File: config.mk
export PLATFORM = sky130hd
export DESIGN_NAME = cpu_ctrl
export DESIGN_NICKNAME = d
export VERILOG_FILES = /design/src/rtl/cpu_pkg.sv /design/src/rtl/rep_counter.sv /design/src/rtl/cpu_ctrl.sv
export SDC_FILE = /design/constraint.sdc
export NUM_CORES = 1
export LEC_CHECK = 0
export BUFFER_PORTS_ARGS = -buffer_cell sky130_fd_sc_hd__buf_2
export CAP_MARGIN = 10
export CORE_UTILIZATION = 50
export CTS_BUF_LIST = sky130_fd_sc_hd__clkbuf_8
export CTS_CLUSTER_SIZE = 40
export DETAILED_ROUTE_END_ITERATION = 10
export PLACE_DENSITY = 0.86
export SLEW_MARGIN = 10
export SYNTH_ARGS = -nofsm -noshare
export SYNTH_HDL_FRONTEND = slang
export SYNTH_SLANG_ARGS = --single-unit
File: constraint.sdc
create_clock -name clk -period 4 [get_ports clk]
set_input_delay 0.8 -clock clk [delete_from_list [all_inputs] [get_ports clk]]
set_output_delay 0.8 -clock clk [all_outputs]
set_load 0.01 [all_outputs]
File: src/rtl/cpu_pkg.sv
// Shared definitions for the 4-bit CPU execute-stage controller.
package cpu_pkg;

    localparam int unsigned DEF_DATA_WIDTH = 4;
    localparam int unsigned DEF_CNT_WIDTH  = 8;
    localparam int unsigned REP_WIDTH      = 4;
    localparam int unsigned OP_ALU_BIT     = 3;

    localparam logic [3:0] OP_NOP  = 4'h0;
    localparam logic [3:0] OP_CLR  = 4'h1;
    localparam logic [3:0] OP_LDI  = 4'h2;
    localparam logic [3:0] OP_INC  = 4'h3;
    localparam logic [3:0] OP_DEC  = 4'h4;
    localparam logic [3:0] OP_SHR  = 4'h5;
    localparam logic [3:0] OP_SHL  = 4'h6;
    localparam logic [3:0] OP_HALT = 4'h7;

    typedef enum logic [1:0] {
        S_IDLE = 2'd0,
        S_EXEC = 2'd1,
        S_HALT = 2'd2
    } state_e;

    // Number of extra EXEC cycles beyond the first for a repeating instruction
    function automatic logic [REP_WIDTH-1:0] rep_extra(input logic [7:0] ins);
        logic [3:0] op;
        logic [3:0] imm;
        op  = ins[7:4];
        imm = ins[3:0];
        rep_extra = '0;
        if ((op == OP_INC) || (op == OP_DEC)) begin
            rep_extra = (imm == 4'd0) ? '0 : REP_WIDTH'(imm - 4'd1);
        end else if ((op == OP_SHR) || (op == OP_SHL)) begin
            rep_extra = REP_WIDTH'(imm[3:1]);
        end
    endfunction

endpackage

File: src/rtl/rep_counter.sv
// Loadable down-counter with zero flag; holds at zero instead of underflowing.
module rep_counter #(
    parameter int unsigned WIDTH = 4
) (
    input  logic             clk,
    input  logic             rst_n,
    input  logic             load_i,
    input  logic [WIDTH-1:0] load_val_i,
    input  logic             dec_i,
    output logic             zero_o
);

    logic [WIDTH-1:0] cnt_q;

    // Load has priority over decrement
    always_ff @(posedge clk or negedge rst_n) begin
        if (!rst_n) begin
            cnt_q <= '0;
        end else if (load_i) begin
            cnt_q <= load_val_i;
        end else if (dec_i && (cnt_q != '0)) begin
            cnt_q <= cnt_q - WIDTH'(1);
        end
    end

    assign zero_o = (cnt_q == '0);

endmodule

File: src/rtl/cpu_ctrl.sv
// Execute-stage controller: accepts one instruction, sequences accumulator
// strobes and ALU controls for one or more cycles.
// Optional macro CPU_CTRL_REPEAT_EN enables multi-cycle INC/DEC/SHR/SHL.
module cpu_ctrl
    import cpu_pkg::*;
#(
    parameter int unsigned DATA_WIDTH = DEF_DATA_WIDTH,
    parameter int unsigned CNT_WIDTH  = DEF_CNT_WIDTH
) (
    input  logic                  clk,
    input  logic                  rst_n,
    input  logic [7:0]            instr,
    input  logic                  instr_valid,
    output logic                  instr_ready,
    input  logic [DATA_WIDTH-1:0] alu_f,
    output logic [2:0]            alu_oc,
    output logic [DATA_WIDTH-1:0] alu_b,
    output logic                  reg_cl,
    output logic                  reg_ld,
    output logic                  reg_inc,
    output logic                  reg_dec,
    output logic                  reg_sr,
    output logic                  reg_ir,
    output logic                  reg_sl,
    output logic                  reg_il,
    output logic [DATA_WIDTH-1:0] reg_in,
    output logic                  busy,
    output logic                  halted,
    output logic [CNT_WIDTH-1:0]  instr_cnt
);

    state_e               state_q;
    logic [7:0]           instr_q;
    logic [CNT_WIDTH-1:0] cnt_q;
    logic [3:0]           op_q;
    logic [3:0]           imm_q;
    logic                 accept;
    logic                 last_c;

    assign op_q   = instr_q[7:4];
    assign imm_q  = instr_q[3:0];
    assign accept = (state_q == S_IDLE) && instr_valid;

`ifdef CPU_CTRL_REPEAT_EN
    logic rep_zero;

    rep_counter #(
        .WIDTH (REP_WIDTH)
    ) u_rep (
        .clk        (clk),
        .rst_n      (rst_n),
        .load_i     (accept),
        .load_val_i (rep_extra(instr)),
        .dec_i      ((state_q == S_EXEC) && !rep_zero),
        .zero_o     (rep_zero)
    );

    assign last_c = rep_zero;
`else
    assign last_c = 1'b1;
`endif

    // Controller state, latched instruction and retired-instruction counter
    always_ff @(posedge clk or negedge rst_n) begin
        if (!rst_n) begin
            state_q <= S_IDLE;
            instr_q <= '0;
            cnt_q   <= '0;
        end else begin
            case (state_q)
                S_IDLE: begin
                    if (instr_valid) begin
                        instr_q <= instr;
                        state_q <= S_EXEC;
                    end
                end
                S_EXEC: begin
                    if (last_c) begin
                        cnt_q   <= cnt_q + CNT_WIDTH'(1);
                        state_q <= (op_q == OP_HALT) ? S_HALT : S_IDLE;
                    end
                end
                S_HALT:  state_q <= S_HALT;
                default: state_q <= S_IDLE;
            endcase
        end
    end

    // Moore decode of strobes from state and latched instruction
    always_comb begin
        reg_cl  = 1'b0;
        reg_ld  = 1'b0;
        reg_inc = 1'b0;
        reg_dec = 1'b0;
        reg_sr  = 1'b0;
        reg_ir  = 1'b0;
        reg_sl  = 1'b0;
        reg_il  = 1'b0;
        reg_in  = '0;
        alu_oc  = 3'b000;
        alu_b   = '0;
        if (state_q == S_EXEC) begin
            if (op_q[OP_ALU_BIT]) begin
                alu_oc = op_q[2:0];
                alu_b  = DATA_WIDTH'(imm_q);
                reg_ld = 1'b1;
                reg_in = alu_f;
            end else begin
                case (op_q)
                    OP_CLR: reg_cl = 1'b1;
                    OP_LDI: begin
                        reg_ld = 1'b1;
                        reg_in = DATA_WIDTH'(imm_q);
                    end
                    OP_INC: reg_inc = (imm_q != 4'd0);
                    OP_DEC: reg_dec = (imm_q != 4'd0);
                    OP_SHR: begin
                        reg_sr = 1'b1;
                        reg_ir = imm_q[0];
                    end
                    OP_SHL: begin
                        reg_sl = 1'b1;
                        reg_il = imm_q[0];
                    end
                    default: ;
                endcase
            end
        end
    end

    assign instr_ready = (state_q == S_IDLE);
    assign busy        = (state_q == S_EXEC);
    assign halted      = (state_q == S_HALT);
    assign instr_cnt   = cnt_q;

endmodule

==> summary.txt, run 1 <==
Outcome
  – Status: complete, no violations

Route
  – Drt pass-1 iters: 4
  – Post-route ant nets: 0
  – DRC: 0
  – Wire length on met1: 855 um
  – DR WL met2: 1030 um
  – First DRT Iteration DRCs: 12
  – DR WL/cell: 13.2 um
  – Routed WL: 1950 um
  – Via count: 765
  – Top sig layer: met4
  – Met3 WL: 56 um
  – Vias/cell: 5.20

Clock network
  – # H-tree levels: 1
  – Post-CTS Setup Bufs: 0
  – Cts hold-fix bufs: 0
  – Clk sinks: 18
  – CTS Buffer Depth: 2
  – Post-CTS Resized: 0
  – CTS tree: done
  – CTS clk-pin slew, worst paths: 70 ps
  – Num CTS Buffers: 3
  – Worst-Skew Late Latency: 250 ps
  – Root buffer cell: clkbuf_8

Finish
  – Fill cells: 135
  – Layout cells sized above 1: 0.410
  – Non-filler cells, final: 147
  – Final layout net count: 139
  – ANT cells: 0
  – Leading cell type in the layout, fill and taps excluded: buf_2
  – Final non-filler cell area: 0.00120 sq mm
  – Area Overhead vs Synth: 32.3%
  – Most frequent cells in the layout: buf_2 (44), dfrtp_1 (18), and3_1 (9), mux2_1 (9), xnor2_1 (6)

STA
  – Clock skew: 0.462 ps
  – Tmin final: 2680 ps
  – FMAX: 373 MHz
  – Final hold vios: 0
  – Setup TNS: 0 ps
  – Final setup vio count: 0
  – Actual slew at the worst max-slew pin: 412 ps
  – Fin crit share: 0.671
  – Slew Limit Fails: 0
  – Rel. slew slack: 0.723
  – RSZ-0062 raised after global routing: false

Global routing
  – Total global routing overflow: 0
  – GRT Util Overall: 0.219
  – Vias in the first global route: 679
  – First-pass GRT wire length: 3110 um
  – Largest net degree at the start of global routing: 19
  – Initial antenna violation count: 0

Logic synthesis
  – Cell Area, Synth: 910 sq um
  – YS warnings: 0
  – Yosys reg bits: 18
  – Mapped Nets: 93
  – EDFF count, synth: 0
  – Post-synthesis sequential area ratio: 0.495
  – Synth Instances: 77
  – Top_reg_cell synth: dfrtp_1
  – Post-synth ARST share: 1.00
  – Synth cell types: 24
  – Syn_area_per_cell: 11.8 sq um

Power
  – Worst IR drop on VDD: 0.376 mV
  – P_leak: 0.642 nW
  – Reg power frac: 0.450
  – Combinational fraction of design power: 0.353
  – Sw Pwr: 0.274 mW
  – Clock share of power: 0.196
  – Power Density: 618 mW/mm^2
  – Switch share: 0.368
  – Internal power: 0.470 mW

Setup path
  – CP endpoint kind: output pin
  – Worst-path maximum fanout: 11
  – Worst EP required: 3200 ps
  – Worst Path Arrival: 1880 ps
  – Startpoint types: flip-flop
  – Crit Path Category: reg2out

Flow run
  – Maxcap violations: 0

Floorplanning
  – Die height: 44.7 um
  – I/O Pins: 45
  – Site row count: 15
  – Die X: 44.7 um
  – Core Region: 0.00171 sq mm
  – Die area: 0.00199 sq mm
  – Initial Util: 0.533

Placement
  – Placed cell area: 0.00115 sq mm
  – HPWL Detailed: 1440 um
  – RePlAce Congestion: 0.797
  – Placed cells: 143
  – IO buf count: 44

Min path
  – HP Class: in2async
[worst max-delay path: stages, from the launching register on]
cell and delay (ps):
dfrtp_1 470, or4b_4 580, nor3b_4 290, a22o_1 170, buf_2 130
[final timing paths]
kind	start	to	slack, ps	cells past startpoint
min in group clk	instr_cnt[7]	instr_cnt[7]	460	1
min	rst_n	instr_q[0]	460	1
min reg2reg	instr_cnt[7]	instr_cnt[7]	460	1
max	instr_q[7]	reg_in[3]	1320	4
max in group asynchronous	rst_n	instr_q[3]	3260	1
max reg2reg	state_q[0]	instr_q[5]	2550	3
[layout make-up]
cell class	count	area, sq um	area share
multi-input cells	56	447	0.371
clock buffers	4	55.1	0.0457
well taps	25	31.3	0.0260
repair buffers	44	220	0.183
flip-flops and latches	18	450	0.374
[routing by layer]
layer / global-route usage / vias to the layer above
met5: 0 / -
met4: 0.0909 / 0
met3: 0.0490 / 2
met2: 0.335 / 15
met1: 0.300 / 378
li1: - / 370
[cells in the mapped netlist (2+ instances only)]
cell,count,area (sq um)
nand4_1,3,18.8
nor3b_1,2,15.0
nor2_1,2,7.51
clkbuf_1,2,7.51
dfrtp_1,18,450
and3_1,9,56.3
mux2_1,9,101
a22o_1,4,35.0
xnor2_1,6,52.6
nand2_1,4,15.0
nor4_1,2,12.5
and2_1,4,25.0
[sequential cells by signal, summed over array words and instances, names as in the netlist]
name and cells:
state_q 2, instr_q 8, instr_cnt 8
[power by group through the flow]
stage / clock network [mW] / logic [mW] / registers [mW]
floorplan: 0 / 0.164 / 0.326
global placement: 0 / 0.257 / 0.331
detailed placement: 0 / 0.264 / 0.335
CTS: 0.149 / 0.266 / 0.334
global route: 0.160 / 0.287 / 0.349
finish: 0.146 / 0.263 / 0.335
[per-stage QoR]
stage | hold WS (ps) | utilization | total power, mW | setup slack [ps]
after CTS | 472 | 0.705 | 0.749 | 1310
after global placement | 455 | 0.673 | 0.588 | 1670
final | 463 | 0.705 | 0.744 | 1320
after global routing | 489 | 0.705 | 0.795 | 1220
after floorplan | 497 | - | 0.491 | 1800
after detailed placement | 461 | 0.673 | 0.599 | 1600
[cells by family (layout without fill, tap and decap cells)]
logic type | count (synthesis) | in the layout | synth area share
compound gates | 5 | 5 | 0.0468
xor+xnor | 7 | 7 | 0.0674
mux | 9 | 9 | 0.111
fa+ha+maj | 1 | 1 | 0.0138
flops | 18 | 18 | 0.495
simple gates | 34 | 34 | 0.252
buf+inv | 3 | 48 | 0.0138
No activity file was read; power rests on OpenSTA's default activity.
==> run 2, diff against run 1 <==
--- a/config.mk
+++ b/config.mk
@@ -7,11 +7,11 @@
 export LEC_CHECK = 0
 export BUFFER_PORTS_ARGS = -buffer_cell sky130_fd_sc_hd__buf_2
 export CAP_MARGIN = 10
-export CORE_UTILIZATION = 50
+export CORE_UTILIZATION = 46
 export CTS_BUF_LIST = sky130_fd_sc_hd__clkbuf_8
 export CTS_CLUSTER_SIZE = 40
 export DETAILED_ROUTE_END_ITERATION = 10
-export PLACE_DENSITY = 0.86
+export PLACE_DENSITY = 0.8
 export SLEW_MARGIN = 10
 export SYNTH_ARGS = -nofsm -noshare
 export SYNTH_HDL_FRONTEND = slang
==> constraint.sdc (replaced) <==
create_clock -name clk -period 2.5 [get_ports clk]
set_input_delay 0.5 -clock clk [delete_from_list [all_inputs] [get_ports clk]]
set_output_delay 0.5 -clock clk [all_outputs]
set_load 0.01 [all_outputs]
==> summary.txt, run 2 (synthesis results as in run 1) <==
Finish
  – Multi-input logic area: 447 sq um (unchanged)
  – Area Overhead vs Synth: 30.8% (was 32.3%)
  – Sequential cell area: 450 sq um (unchanged)
  – Layout cells sized above 1: 0.405 (was 0.410)
  – Fin util: 0.667 (was 0.705)
  – Final non-filler cell area: 0.00119 sq mm (was 0.00120 sq mm)
  – ANT cells: 0 (unchanged)
  – Leading cell type in the layout, fill and taps excluded: buf_2 (unchanged)
  – Most frequent cells in the layout: buf_2 (44), dfrtp_1 (18), and3_1 (9), mux2_1 (9), xnor2_1 (6) (unchanged)
  – Fill cells: 148 (was 135)
  – Non-filler cells, final: 146 (was 147)
  – Final layout net count: 139 (unchanged)

Route
  – Vias/cell: 5.11 (was 5.20)
  – Wire length on met1: 868 um (was 855 um)
  – DRC: 0 (unchanged)
  – Met3 WL: 78 um (was 56 um)
  – Drt pass-1 iters: 4 (unchanged)
  – DR WL met2: 1030 um (about the same)
  – Routed WL: 1990 um (was 1950 um)
  – Via count: 746 (was 765)
  – Post-route ant nets: 0 (unchanged)
  – Top sig layer: met4 (unchanged)
  – First DRT Iteration DRCs: 7 (was 12)
  – DR WL/cell: 13.7 um (was 13.2 um)

Clock network
  – # H-tree levels: 1 (unchanged)
  – Root buffer cell: clkbuf_8 (unchanged)
  – CTS tree: done (unchanged)
  – Worst-Skew Late Latency: 250 ps (about the same)
  – Clk sinks: 18 (unchanged)
  – Cts hold-fix bufs: 0 (unchanged)
  – Num CTS Buffers: 3 (unchanged)
  – CTS clk-pin slew, worst paths: 70 ps (about the same)
  – Post-CTS Resized: 0 (unchanged)
  – CTS Buffer Depth: 2 (unchanged)
  – Post-CTS Setup Bufs: 0 (unchanged)

Global routing
  – Total global routing overflow: 0 (unchanged)
  – Vias in the first global route: 686 (was 679)
  – Initial antenna violation count: 0 (unchanged)
  – Largest net degree at the start of global routing: 19 (unchanged)
  – First-pass GRT wire length: 3070 um (was 3110 um)
  – GRT Util Overall: 0.207 (was 0.219)

STA
  – Rel. slew slack: 0.706 (was 0.723)
  – Final hold vios: 0 (unchanged)
  – Actual slew at the worst max-slew pin: 441 ps (was 412 ps)
  – Fin crit share: 0.945
  – Tmin final: 2360 ps
  – Clock skew: 3.73 ps (was 0.462 ps)
  – Final setup vio count: 0 (unchanged)
  – FMAX: 423 MHz
  – RSZ-0062 raised after global routing: false (unchanged)
  – Slew Limit Fails: 0 (unchanged)
  – Setup TNS: 0 ps (unchanged)

Setup path
  – Worst-path maximum fanout: 11 (unchanged)
  – Startpoint types: flip-flop (unchanged)
  – Worst R2R End: instr_q[3] (was instr_q[5])
  – Reg2reg setup slack: 1000 ps (was 2550 ps)
  – Worst Setup SP: instr_q[7] (unchanged)
  – Worst EP required: 2000 ps (was 3200 ps)
  – Reg-to-Reg Start: state_q[0] (unchanged)
  – CP endpoint kind: output pin (unchanged)
  – Setup crit end: reg_in[1] (was reg_in[3])
  – Crit Path Category: reg2out (unchanged)
  – Cells on worst reg2reg path: 3 (unchanged)
  – Worst Path Arrival: 1860 ps (was 1880 ps)

Placement
  – Placed cell area: 0.00115 sq mm (unchanged)
  – RePlAce Congestion: 0.743 (was 0.797)
  – Placed cells: 143 (unchanged)
  – HPWL Detailed: 1500 um (was 1440 um)
  – IO buf count: 44 (unchanged)

Floorplanning
  – I/O Pins: 45 (unchanged)
  – Initial Util: 0.510 (was 0.533)
  – Die X: 46.5 um (was 44.7 um)
  – Core Region: 0.00178 sq mm (was 0.00171 sq mm)
  – Die area: 0.00216 sq mm (was 0.00199 sq mm)
  – Die height: 46.5 um (was 44.7 um)
  – Site row count: 15 (unchanged)

Power
  – Worst IR drop on VDD: 0.600 mV (was 0.376 mV)
  – P_leak: 0.635 nW (was 0.642 nW)
  – Power Density: 973 mW/mm^2 (was 618 mW/mm^2)

Flow run
  – Maxcap violations: 0 (unchanged)

Outcome
  – Status: complete, no violations (unchanged)

Min path
  – HP Class: in2async (unchanged)
==> run 2: worst max-delay path, stage by stage (launching register included) <==
cell and delay (ps):
dfrtp_1 460, or4b_4 580, nor3b_4 280, a22o_1 160
buf_2 130
==> run 2: power breakdown <==
| part | internal, mW | total [mW] | switching [mW] |
|---|---|---|---|
| clock | 0.107 | 0.196 | 0.0890 |
| combinational | 0.215 | 0.427 | 0.212 |
| sequential | 0.397 | 0.535 | 0.138 |
| total | 0.719 | 1.16 | 0.439 |
==> run 2: per-layer routing <==
metal | global-route usage | vias to the layer above
li1 | - | 366
met1 | 0.279 | 360
met2 | 0.325 | 18
met3 | 0.0471 | 2
met4 | 0.0706 | 0
met5 | 0 | -
==> run 2: worst min path at each step <==
stage,slack [ps],start,to
final,170,rst_n,instr_cnt[4]
after global routing,200,rst_n,instr_cnt[4]
after detailed placement,450,rst_n,instr_cnt[1]
after CTS,170,rst_n,instr_cnt[0]
after floorplan,200,rst_n,instr_cnt[0]
after global placement,450,rst_n,instr_cnt[4]
==> run 2: layout make-up <==
type,instances,area share
multi-input cells,56,0.375
well taps,25,0.0263
flip-flops and latches,18,0.379
repair buffers,44,0.185
clock buffers,3,0.0347
==> run 2: stage by stage <==
stage / hold slack, ps / worst slack [ps] / power (mW)
after CTS: 175 / 134 / 1.17
after detailed placement: 447 / 411 / 0.962
after global routing: 196 / 41.2 / 1.24
final: 165 / 138 / 1.16
after floorplan: 204 / 596 / 0.785
after global placement: 446 / 472 / 0.945
==> run 3, diff against run 2 <==
--- a/config.mk
+++ b/config.mk
@@ -11,6 +11,7 @@
 export CTS_BUF_LIST = sky130_fd_sc_hd__clkbuf_8
 export CTS_CLUSTER_SIZE = 40
 export DETAILED_ROUTE_END_ITERATION = 10
+export GPL_TIMING_DRIVEN = 0
 export PLACE_DENSITY = 0.8
 export SLEW_MARGIN = 10
 export SYNTH_ARGS = -nofsm -noshare
==> summary.txt, run 3 (synthesis results as in run 1) <==
STA
  – Final setup vio count: 0 (unchanged)
  – Clock skew: 3.03 ps (was 3.73 ps)
  – Setup TNS: 0 ps (unchanged)
  – Rel. slew slack: 0.742 (was 0.706)
  – Tmin final: 2370 ps (was 2360 ps)
  – Fin crit share: 0.948 (was 0.945)
  – Slew Limit Fails: 0 (unchanged)
  – Actual slew at the worst max-slew pin: 384 ps (was 441 ps)
  – FMAX: 422 MHz (was 423 MHz)
  – RSZ-0062 raised after global routing: false (unchanged)
  – Final hold vios: 0 (unchanged)

Setup path
  – Family with the most delay on the worst path: simple AND/OR/NAND/NOR gates (unchanged)
  – CP Buf/Inv Count: 1 (unchanged)
  – CP max stage cell: or4b_4 (unchanged)
  – Reg-to-Reg Start: state_q[1] (was state_q[0])
  – Worst-path maximum fanout: 6 (was 11)
  – Setup crit end: reg_in[2] (was reg_in[1])
  – Reg2reg setup slack: 1020 ps (was 1000 ps)
  – Worst EP required: 2000 ps (about the same)
  – Crit Path Category: reg2out (unchanged)
  – CP Cell Sequence: or4b_4 > nor3b_4 > a22o_1 > buf_2 (unchanged)
  – Worst R2R End: instr_cnt[2] (was instr_q[3])
  – Cells on worst reg2reg path: 4 (was 3)
  – CP endpoint kind: output pin (unchanged)
  – Stages on the worst setup path: 4 (unchanged)
  – Worst Path Arrival: 1870 ps (was 1860 ps)
  – Worst Setup SP: state_q[1] (was instr_q[7])
  – Startpoint types: flip-flop (unchanged)
  – Max incr delay on CP: 590 ps (was 580 ps)

Flow run
  – Maxcap violations: 0 (unchanged)

Global routing
  – GRT Util Overall: 0.216 (was 0.207)
  – First-pass GRT wire length: 3130 um (was 3070 um)
  – Initial antenna violation count: 0 (unchanged)
  – Total global routing overflow: 0 (unchanged)
  – Vias in the first global route: 667 (was 686)
  – Largest net degree at the start of global routing: 19 (unchanged)

Clock network
  – Num CTS Buffers: 3 (unchanged)
  – Post-CTS Resized: 0 (unchanged)
  – CTS clk-pin slew, worst paths: 70 ps (about the same)
  – Root buffer cell: clkbuf_8 (unchanged)
  – Worst-Skew Late Latency: 260 ps (was 250 ps)
  – Cts hold-fix bufs: 0 (unchanged)
  – # H-tree levels: 1 (unchanged)
  – CTS tree: done (unchanged)
  – Post-CTS Setup Bufs: 0 (unchanged)
  – CTS Buffer Depth: 2 (unchanged)
  – Clk sinks: 18 (unchanged)

Floorplanning
  – Die X: 46.5 um (unchanged)
  – I/O Pins: 45 (unchanged)
  – Initial Util: 0.510 (unchanged)
  – Die height: 46.5 um (unchanged)
  – Site row count: 15 (unchanged)
  – Core Region: 0.00178 sq mm (unchanged)
  – Die area: 0.00216 sq mm (unchanged)

Min path
  – HP Class: in2async (unchanged)

Finish
  – Sequential cell area: 450 sq um (unchanged)
  – Final layout net count: 142 (was 139)
  – Leading cell type in the layout, fill and taps excluded: buf_2 (unchanged)
  – Area Overhead vs Synth: 33.7% (was 30.8%)
  – Multi-input logic area: 447 sq um (unchanged)
  – Most frequent cells in the layout: buf_2 (45), dfrtp_1 (18), and3_1 (9), mux2_1 (9), xnor2_1 (6) (was buf_2 (44), dfrtp_1 (18), and3_1 (9), mux2_1 (9), xnor2_1 (6))
  – ANT cells: 0 (unchanged)
  – Fill cells: 140 (was 148)
  – Final non-filler cell area: 0.00122 sq mm (was 0.00119 sq mm)
  – Layout cells sized above 1: 0.408 (was 0.405)

Route
  – Drt pass-1 iters: 4 (unchanged)
  – Vias/cell: 5.18 (was 5.11)
  – DR WL/cell: 14.0 um (was 13.7 um)
  – Post-route ant nets: 0 (unchanged)
  – Routed WL: 2090 um (was 1990 um)
  – DRC: 0 (unchanged)
  – First DRT Iteration DRCs: 26 (was 7)
  – Via count: 777 (was 746)

Power
  – Worst IR drop on VDD: 0.588 mV (was 0.600 mV)
  – P_leak: 0.649 nW (was 0.635 nW)
  – Power Density: 1000 mW/mm^2 (was 973 mW/mm^2)

Placement
  – RePlAce Congestion: 0.739 (was 0.743)
  – Placed cell area: 0.00116 sq mm (was 0.00115 sq mm)
  – HPWL Detailed: 1540 um (was 1500 um)
  – IO buf count: 44 (unchanged)

Outcome
  – Status: complete, no violations (unchanged)
-- run 3: power by group --
group / switching [mW] / leakage, nW / internal (mW) / total (mW)
sequential: 0.132 / 0.221 / 0.397 / 0.529
combinational: 0.229 / 0.399 / 0.224 / 0.452
clock: 0.0977 / 0.0288 / 0.140 / 0.238
-- run 3: routing by layer --
layer / part of all wire / vias to the layer above / track usage
li1: - / 377 / -
met1: 0.44 / 370 / 0.267
met2: 0.50 / 23 / 0.350
met3: 0.037 / 7 / 0.0471
met4: 0.023 / 0 / 0.106
met5: 0 / - / 0
-- run 3: metrics by stage --
stage / setup slack [ps] / cells / hold slack, ps / utilization / power [mW]
finish: 130 / 150 / 156 / 0.682 / 1.22
CTS: 146 / 150 / 171 / 0.682 / 1.23
global placement: 471 / 146 / 443 / 0.651 / 0.953
global route: 46.5 / 150 / 188 / 0.682 / 1.30
detailed placement: 428 / 146 / 449 / 0.651 / 0.985
floorplan: 596 / 77 / 204 / - / 0.785
-- run 3: worst min-delay path by stage --
stage | from | endpoint | slack (ps) | cells past startpoint
2_1_floorplan | rst_n | instr_cnt[0] | 200 | 0
3_3_place_gp | rst_n | instr_cnt[4] | 440 | 1
3_5_place_dp | rst_n | instr_cnt[3] | 450 | 1
4_1_cts | rst_n | instr_q[6] | 170 | 1
5_1_grt | rst_n | instr_cnt[3] | 190 | 1
6_report | rst_n | instr_q[6] | 160 | 1
-- run 3: layout make-up --
| type | instances | area share |
|---|---|---|
| clock buffers | 4 | 0.0453 |
| repair buffers | 44 | 0.181 |
| well taps | 25 | 0.0257 |
| flip-flops and latches | 18 | 0.370 |
| plain buffers | 3 | 0.0103 |
| multi-input cells | 56 | 0.367 |
